[config.mk]
export PLATFORM = sky130hd
export DESIGN_NAME = rgb888_word_unpacker
export DESIGN_NICKNAME = d
export VERILOG_FILES = /design/src/rtl/rgb888_word_unpacker_pkg.sv /design/src/rtl/rgb888_word_unpacker.sv
export SDC_FILE = /design/constraint.sdc
export NUM_CORES = 1
export LEC_CHECK = 0
export BUFFER_PORTS_ARGS = -buffer_cell sky130_fd_sc_hd__buf_2
export CELL_PAD_IN_SITES_DETAIL_PLACEMENT = 0
export CELL_PAD_IN_SITES_GLOBAL_PLACEMENT = 1
export CORE_ASPECT_RATIO = 2
export CORE_MARGIN = 3
export CORE_UTILIZATION = 35
export DETAILED_ROUTE_END_ITERATION = 8
export PLACE_DENSITY = 0.7
export SLEW_MARGIN = 40
export SYNTH_ARGS = -nofsm -noshare
export SYNTH_HDL_FRONTEND = slang
export SYNTH_SLANG_ARGS = --single-unit
[constraint.sdc]
create_clock -name clock_i -period 6.2 [get_ports clock_i]
set_clock_uncertainty 0.15 [all_clocks]
set_input_delay 1.86 -clock clock_i [delete_from_list [all_inputs] [get_ports clock_i]]
set_output_delay 1.86 -clock clock_i [all_outputs]
set_load 0.02 [all_outputs]
[src/rtl/rgb888_word_unpacker_pkg.sv]
// Shared constants, pixel payload type and frame-geometry helper for the RGB888 word unpacker.
package rgb888_word_unpacker_pkg;

    localparam int unsigned BytesPerPixel = 3;
    localparam int unsigned BytesPerWord  = 4;

    typedef struct packed {
        logic [7:0] red;
        logic [7:0] green;
        logic [7:0] blue;
    } rgb888_t;

    typedef enum logic {
        ST_STREAM,
        ST_FLUSH
    } unpack_state_e;

    function automatic int unsigned words_per_frame(input int unsigned height,
                                                    input int unsigned width);
        return (height * width * BytesPerPixel) / BytesPerWord;
    endfunction

endpackage

[src/rtl/rgb888_word_unpacker.sv]
// Unpacks a 32-bit word stream of tightly packed RGB888 bytes into one pixel per handshake.
// Optional frame/error statistics ports are enabled with RGB888_UNPACKER_STATS_EN.
module rgb888_word_unpacker
    import rgb888_word_unpacker_pkg::*;
#(
    parameter int unsigned Height = 600,
    parameter int unsigned Width  = 800
) (
    input  logic        clock_i,
    input  logic        reset_i,
    input  logic        slave_valid_i,
    output logic        slave_ready_o,
    input  logic [31:0] slave_data_i,
    input  logic        slave_last_i,
    output logic        master_valid_o,
    input  logic        master_ready_i,
    output logic [7:0]  master_red_o,
    output logic [7:0]  master_green_o,
    output logic [7:0]  master_blue_o,
    output logic        master_last_o,
    output logic        frame_error_o
`ifdef RGB888_UNPACKER_STATS_EN
   ,output logic [15:0] frames_done_o,
    output logic [7:0]  errors_o
`endif
);

    localparam int unsigned Pixels = Height * Width;
    localparam int unsigned Words  = words_per_frame(Height, Width);
    localparam int unsigned PixW   = $clog2(Pixels);
    localparam int unsigned WordW  = $clog2(Words);
    localparam int unsigned CntW   = 3;

    if ((Pixels % 4) != 0) begin : g_geometry_check
        $error("rgb888_word_unpacker: Height*Width must be a multiple of 4");
    end

    unpack_state_e    state_q, state_d;
    logic [CntW-1:0]  cnt_q, cnt_d;
    logic [5:0][7:0]  buf_q, buf_d;
    logic [PixW-1:0]  pix_idx_q, pix_idx_d;
    logic [WordW-1:0] word_idx_q, word_idx_d;
    logic             err_q, err_d;

    logic    accept_c;
    logic    fire_c;
    logic    flush_final_c;
    rgb888_t head_px_c;

    // Handshake and pixel view are pure decodes of the registered byte store.
    assign slave_ready_o  = (cnt_q < CntW'(BytesPerPixel));
    assign master_valid_o = (cnt_q >= CntW'(BytesPerPixel));
    assign accept_c       = slave_valid_i && slave_ready_o;
    assign fire_c         = master_valid_o && master_ready_i;

    // After an early last, the final whole pixel is the one leaving fewer than 3 bytes behind.
    assign flush_final_c  = (state_q == ST_FLUSH) && (cnt_q < CntW'(2 * BytesPerPixel));

    assign head_px_c.red   = buf_q[0];
    assign head_px_c.green = buf_q[1];
    assign head_px_c.blue  = buf_q[2];

    assign master_red_o   = head_px_c.red;
    assign master_green_o = head_px_c.green;
    assign master_blue_o  = head_px_c.blue;
    assign master_last_o  = master_valid_o &&
                            ((pix_idx_q == PixW'(Pixels - 1)) || flush_final_c);
    assign frame_error_o  = err_q;

    always_ff @(posedge clock_i or posedge reset_i) begin
        if (reset_i) begin
            state_q    <= ST_STREAM;
            cnt_q      <= '0;
            buf_q      <= '0;
            pix_idx_q  <= '0;
            word_idx_q <= '0;
            err_q      <= 1'b0;
        end else begin
            state_q    <= state_d;
            cnt_q      <= cnt_d;
            buf_q      <= buf_d;
            pix_idx_q  <= pix_idx_d;
            word_idx_q <= word_idx_d;
            err_q      <= err_d;
        end
    end

    // Accept and pop are mutually exclusive: ready needs cnt<3, valid needs cnt>=3.
    always_comb begin
        state_d    = state_q;
        cnt_d      = cnt_q;
        buf_d      = buf_q;
        pix_idx_d  = pix_idx_q;
        word_idx_d = word_idx_q;
        err_d      = 1'b0;

        if (accept_c) begin
            unique case (cnt_q)
                3'd0:    buf_d[3:0] = slave_data_i;
                3'd1:    buf_d[4:1] = slave_data_i;
                3'd2:    buf_d[5:2] = slave_data_i;
                default: buf_d      = buf_q;
            endcase
            cnt_d = cnt_q + CntW'(BytesPerWord);

            if (slave_last_i) begin
                word_idx_d = '0;
                if (word_idx_q != WordW'(Words - 1)) begin
                    err_d   = 1'b1;
                    state_d = ST_FLUSH;
                end
            end else if (word_idx_q == WordW'(Words - 1)) begin
                word_idx_d = '0;
                err_d      = 1'b1;
            end else begin
                word_idx_d = word_idx_q + WordW'(1);
            end
        end else if (fire_c) begin
            buf_d[2:0] = buf_q[5:3];
            buf_d[5:3] = '0;
            cnt_d      = cnt_q - CntW'(BytesPerPixel);
            pix_idx_d  = master_last_o ? '0 : pix_idx_q + PixW'(1);

            // Truncated frame: drop the 1-2 leftover bytes and restart at pixel 0.
            if (flush_final_c) begin
                state_d   = ST_STREAM;
                cnt_d     = '0;
                buf_d     = '0;
                pix_idx_d = '0;
            end
        end
    end

`ifdef RGB888_UNPACKER_STATS_EN
    logic [15:0] frames_done_q;
    logic [7:0]  errors_q;

    always_ff @(posedge clock_i or posedge reset_i) begin
        if (reset_i) begin
            frames_done_q <= '0;
            errors_q      <= '0;
        end else begin
            if (fire_c && master_last_o) begin
                frames_done_q <= frames_done_q + 16'd1;
            end
            if (err_q && (errors_q != 8'hFF)) begin
                errors_q <= errors_q + 8'd1;
            end
        end
    end

    assign frames_done_o = frames_done_q;
    assign errors_o      = errors_q;
`endif

endmodule

==> metrics.yaml <==
outcome:
  status: "finished, final reports clean"
critical_path:
  cp_max_fo: 7
  reg2regPathDepth: 6
  r2r_slack_ns: 2.75
  required_ns: 4.19
  crit_type: "flop to output pin"
  r2r_end: "master_blue_o[5]$_DFFE_PP0P_"
  end_kind: "output pin"
  cp-start-kind: "flop"
  r2r_start: "cnt_q[1]$_DFFE_PP0P_"
  cp_data_arrival_time_ns: 2.15
routing:
  drt_iter0_drc: 188
  antenna_left: 0
  drc: 0
  vias: 4312
  first_pass_iters: 5
  drt-total-wl_um: 14500
  wl_per_cell_um: 18.9
  viasPerCell: 5.62
logic_synthesis:
  ys_ff_latch: 91
  ys_seq_area_share_pct: 44.6
  syn_area_um2: 5110
  synth_cells: 550
  synth.distinct_cells: 60
  syn_avg_cell_area_um2: 9.29
  ys_warn_count: 0
  synth_top_flop_cell: "dfrtp_1"
  syn_nets: 594
  synth_edf_count: 0
  ys_async_sr_fraction_pct: 100
sta:
  period_share_pct: 67.0
  finalSetupTns_ns: 0
  hold_violations: 0
  period_minus_slack_ns: 4.16
  fmax_mhz: 241
  rsz0062_at_grt: "false"
  slew_violations: 0
  setup_viol: 0
  slew_headroom_pct: 46.9
  tightest_slew_ns: 0.797
floorplan:
  ioPinCount: 65
  coreArea_um2: 14100
  rows: 61
  die_area_um2: 16200
  initial_core_util_pct: 36.2
  fp.dieW_um: 91.4
  fp.dieH_um: 177
grt:
  antenna_found_initial: 0
  grt_pass1_wl_um: 23200
  first_global_vias: 4364
  grt_max_degree: 50
  overflow: 0
  groute.usage.overall_pct: 18.2
clock_tree:
  clock_latency_ns: 0.34
  cts_root_buf: "clkbuf_16"
  cts_resized: 0
  h-tree-depth: 3
  cts_hold_buf: 0
  cts_made_buffers: 9
  cts_buffer_depth: 2
  cts_setup_buffers: 0
  cts_tree: "yes"
  path_clk_slew_ns: 0.07
  clock_sinks: 91
power:
  leakage_uw: 0.00244
  vdd_drop_max_mv: 0.129
  power_density_nw_per_um2: 425
worst_hold_path:
  min_to: "master_red_o[4]$_DFFE_PP0P_"
  whs_path_depth: 2
  hold_path.class: "flop to flop"
  worstHoldStart: "master_red_o[4]$_DFFE_PP0P_"
place:
  dp_hpwl_um: 10500
  placed_area_um2: 5380
  port_buffers: 64
  place_congestion: 0.868
final_layout:
  drive_above_1_share_pct: 19.6
  num_antenna_cells: 0
  postLayoutCellArea_um2: 5690
  syn_to_final_growth_pct: 11.4
  fin_nets: 617
flow_run:
  maxCapViolations: 0
[synthesized netlist by cell type (11+ instances only)]
library cell | instances | area (um^2)
nor2_1 | 44 | 165
a31oi_1 | 17 | 106
a22oi_1 | 13 | 97.6
buf_4 | 24 | 180
mux2i_1 | 16 | 160
clkbuf_1 | 17 | 63.8
nand3_1 | 27 | 135
a22o_1 | 11 | 96.3
nand2_1 | 48 | 180
o21ai_0 | 40 | 200
inv_1 | 14 | 52.6
xnor2_1 | 12 | 105
buf_2 | 11 | 55.1
dfrtp_1 | 91 | 2280
and3_1 | 11 | 68.8
a21oi_1 | 30 | 150
[worst max-delay path, stage by stage (launching register included)]
cell	delay (ns)
dfrtp_1	0.47
or4b_4	0.58
nor4_4	0.33
a21oi_1	0.12
nor2_1	0.14
buf_2	0.18
[where the power goes]
part,leakage (uW),internal (uW),switching [uW]
Sequential,0.00121,744,128
Clock,0.000141,307,243
Combinational,0.00109,338,660
Total,0.00244,1390,1030
[per-layer routing]
metal / GRT usage [%] / wire length, um / vias to the layer above
met4: 8.38 / 482 / 0
li1: - / - / 2042
met3: 2.98 / 698 / 24
met5: 0 / 0 / -
met2: 33.5 / 7860 / 132
met1: 20.0 / 5480 / 2114
[stage by stage]
stage                     power (uW)  instances  hold WS (ns)  utilization, %  setup WS (ns)
after detailed placement        1880        751         0.315            38.1           2.23
after floorplan                 1650        550         0.301               -           1.83
after global placement          1860        751         0.307            38.0           2.30
after CTS                       2440        767         0.330            40.2           2.05
after global routing            2580        767         0.359            40.3           1.88
final                           2420        767         0.324            40.3           2.04
[registers in the layout, indices dropped and copies added (netlist names)]
signal,flops
master_red_o,8
master_green_o,8
frame_error_o,1
master_blue_o,8
cnt_q,3
buf_q,24
word_idx_q,19
state_q,1
pix_idx_q,19
[kinds of logic (layout without fill, tap and decap cells)]
logic type / after synthesis / in the layout / share of synthesized area (%)
and+or+nand+nor: 182 / 182 / 17.7
AOI/OAI and AO/OA: 163 / 163 / 21.5
DFF: 91 / 91 / 44.6
buffers and inverters: 71 / 99 / 7.54
muxes: 24 / 24 / 4.90
xor gates and xnor gates: 12 / 12 / 2.06
adders and majority gates: 7 / 7 / 1.71
[cells in the final DEF, fill, tap and decap left out, drive strengths merged, types with 4 or more instances in the layout]
cell type,Yosys,routed
nor2,45,45
and2,4,4
and3,11,11
inv,15,15
nand4,9,9
mux2i,16,16
nor3,9,9
nand2b,4,4
ha,7,7
xnor2,12,12
dfrtp,91,91
nand2,48,48
o21ai,43,43
a32o,8,8
buf,39,68
a21oi,33,33
clkbuf,17,12
a22o,11,11
a31oi,17,17
a22oi,13,13
o2bb2ai,8,8
mux2,8,8
nor4,8,8
nand3,28,28
[worst max-delay path by stage]
stage                                         endpoint  depth (start not counted)                 startpoint
after floorplan                  buf_q[24]$_DFFE_PP0P_                          1                    reset_i
after global placement     master_red_o[0]$_DFFE_PP0P_                          4              slave_valid_i
after detailed placement  master_blue_o[5]$_DFFE_PP0P_                          5              slave_valid_i
after CTS                                master_last_o                          5  pix_idx_q[15]$_DFFE_PP0P_
after global routing                     master_last_o                          5  pix_idx_q[15]$_DFFE_PP0P_
final                                    master_last_o                          5  pix_idx_q[15]$_DFFE_PP0P_
[final cells by class]
cell class	instances	area (um^2)
fill	1435	8430
multi-input combinational	388	2470
sequential	91	2280
timing repair buffer	68	350
clock buffer	12	267
tap	189	236
inverter	15	61.3
clock inverter	4	32.5
(Power assumes the default switching activity.)
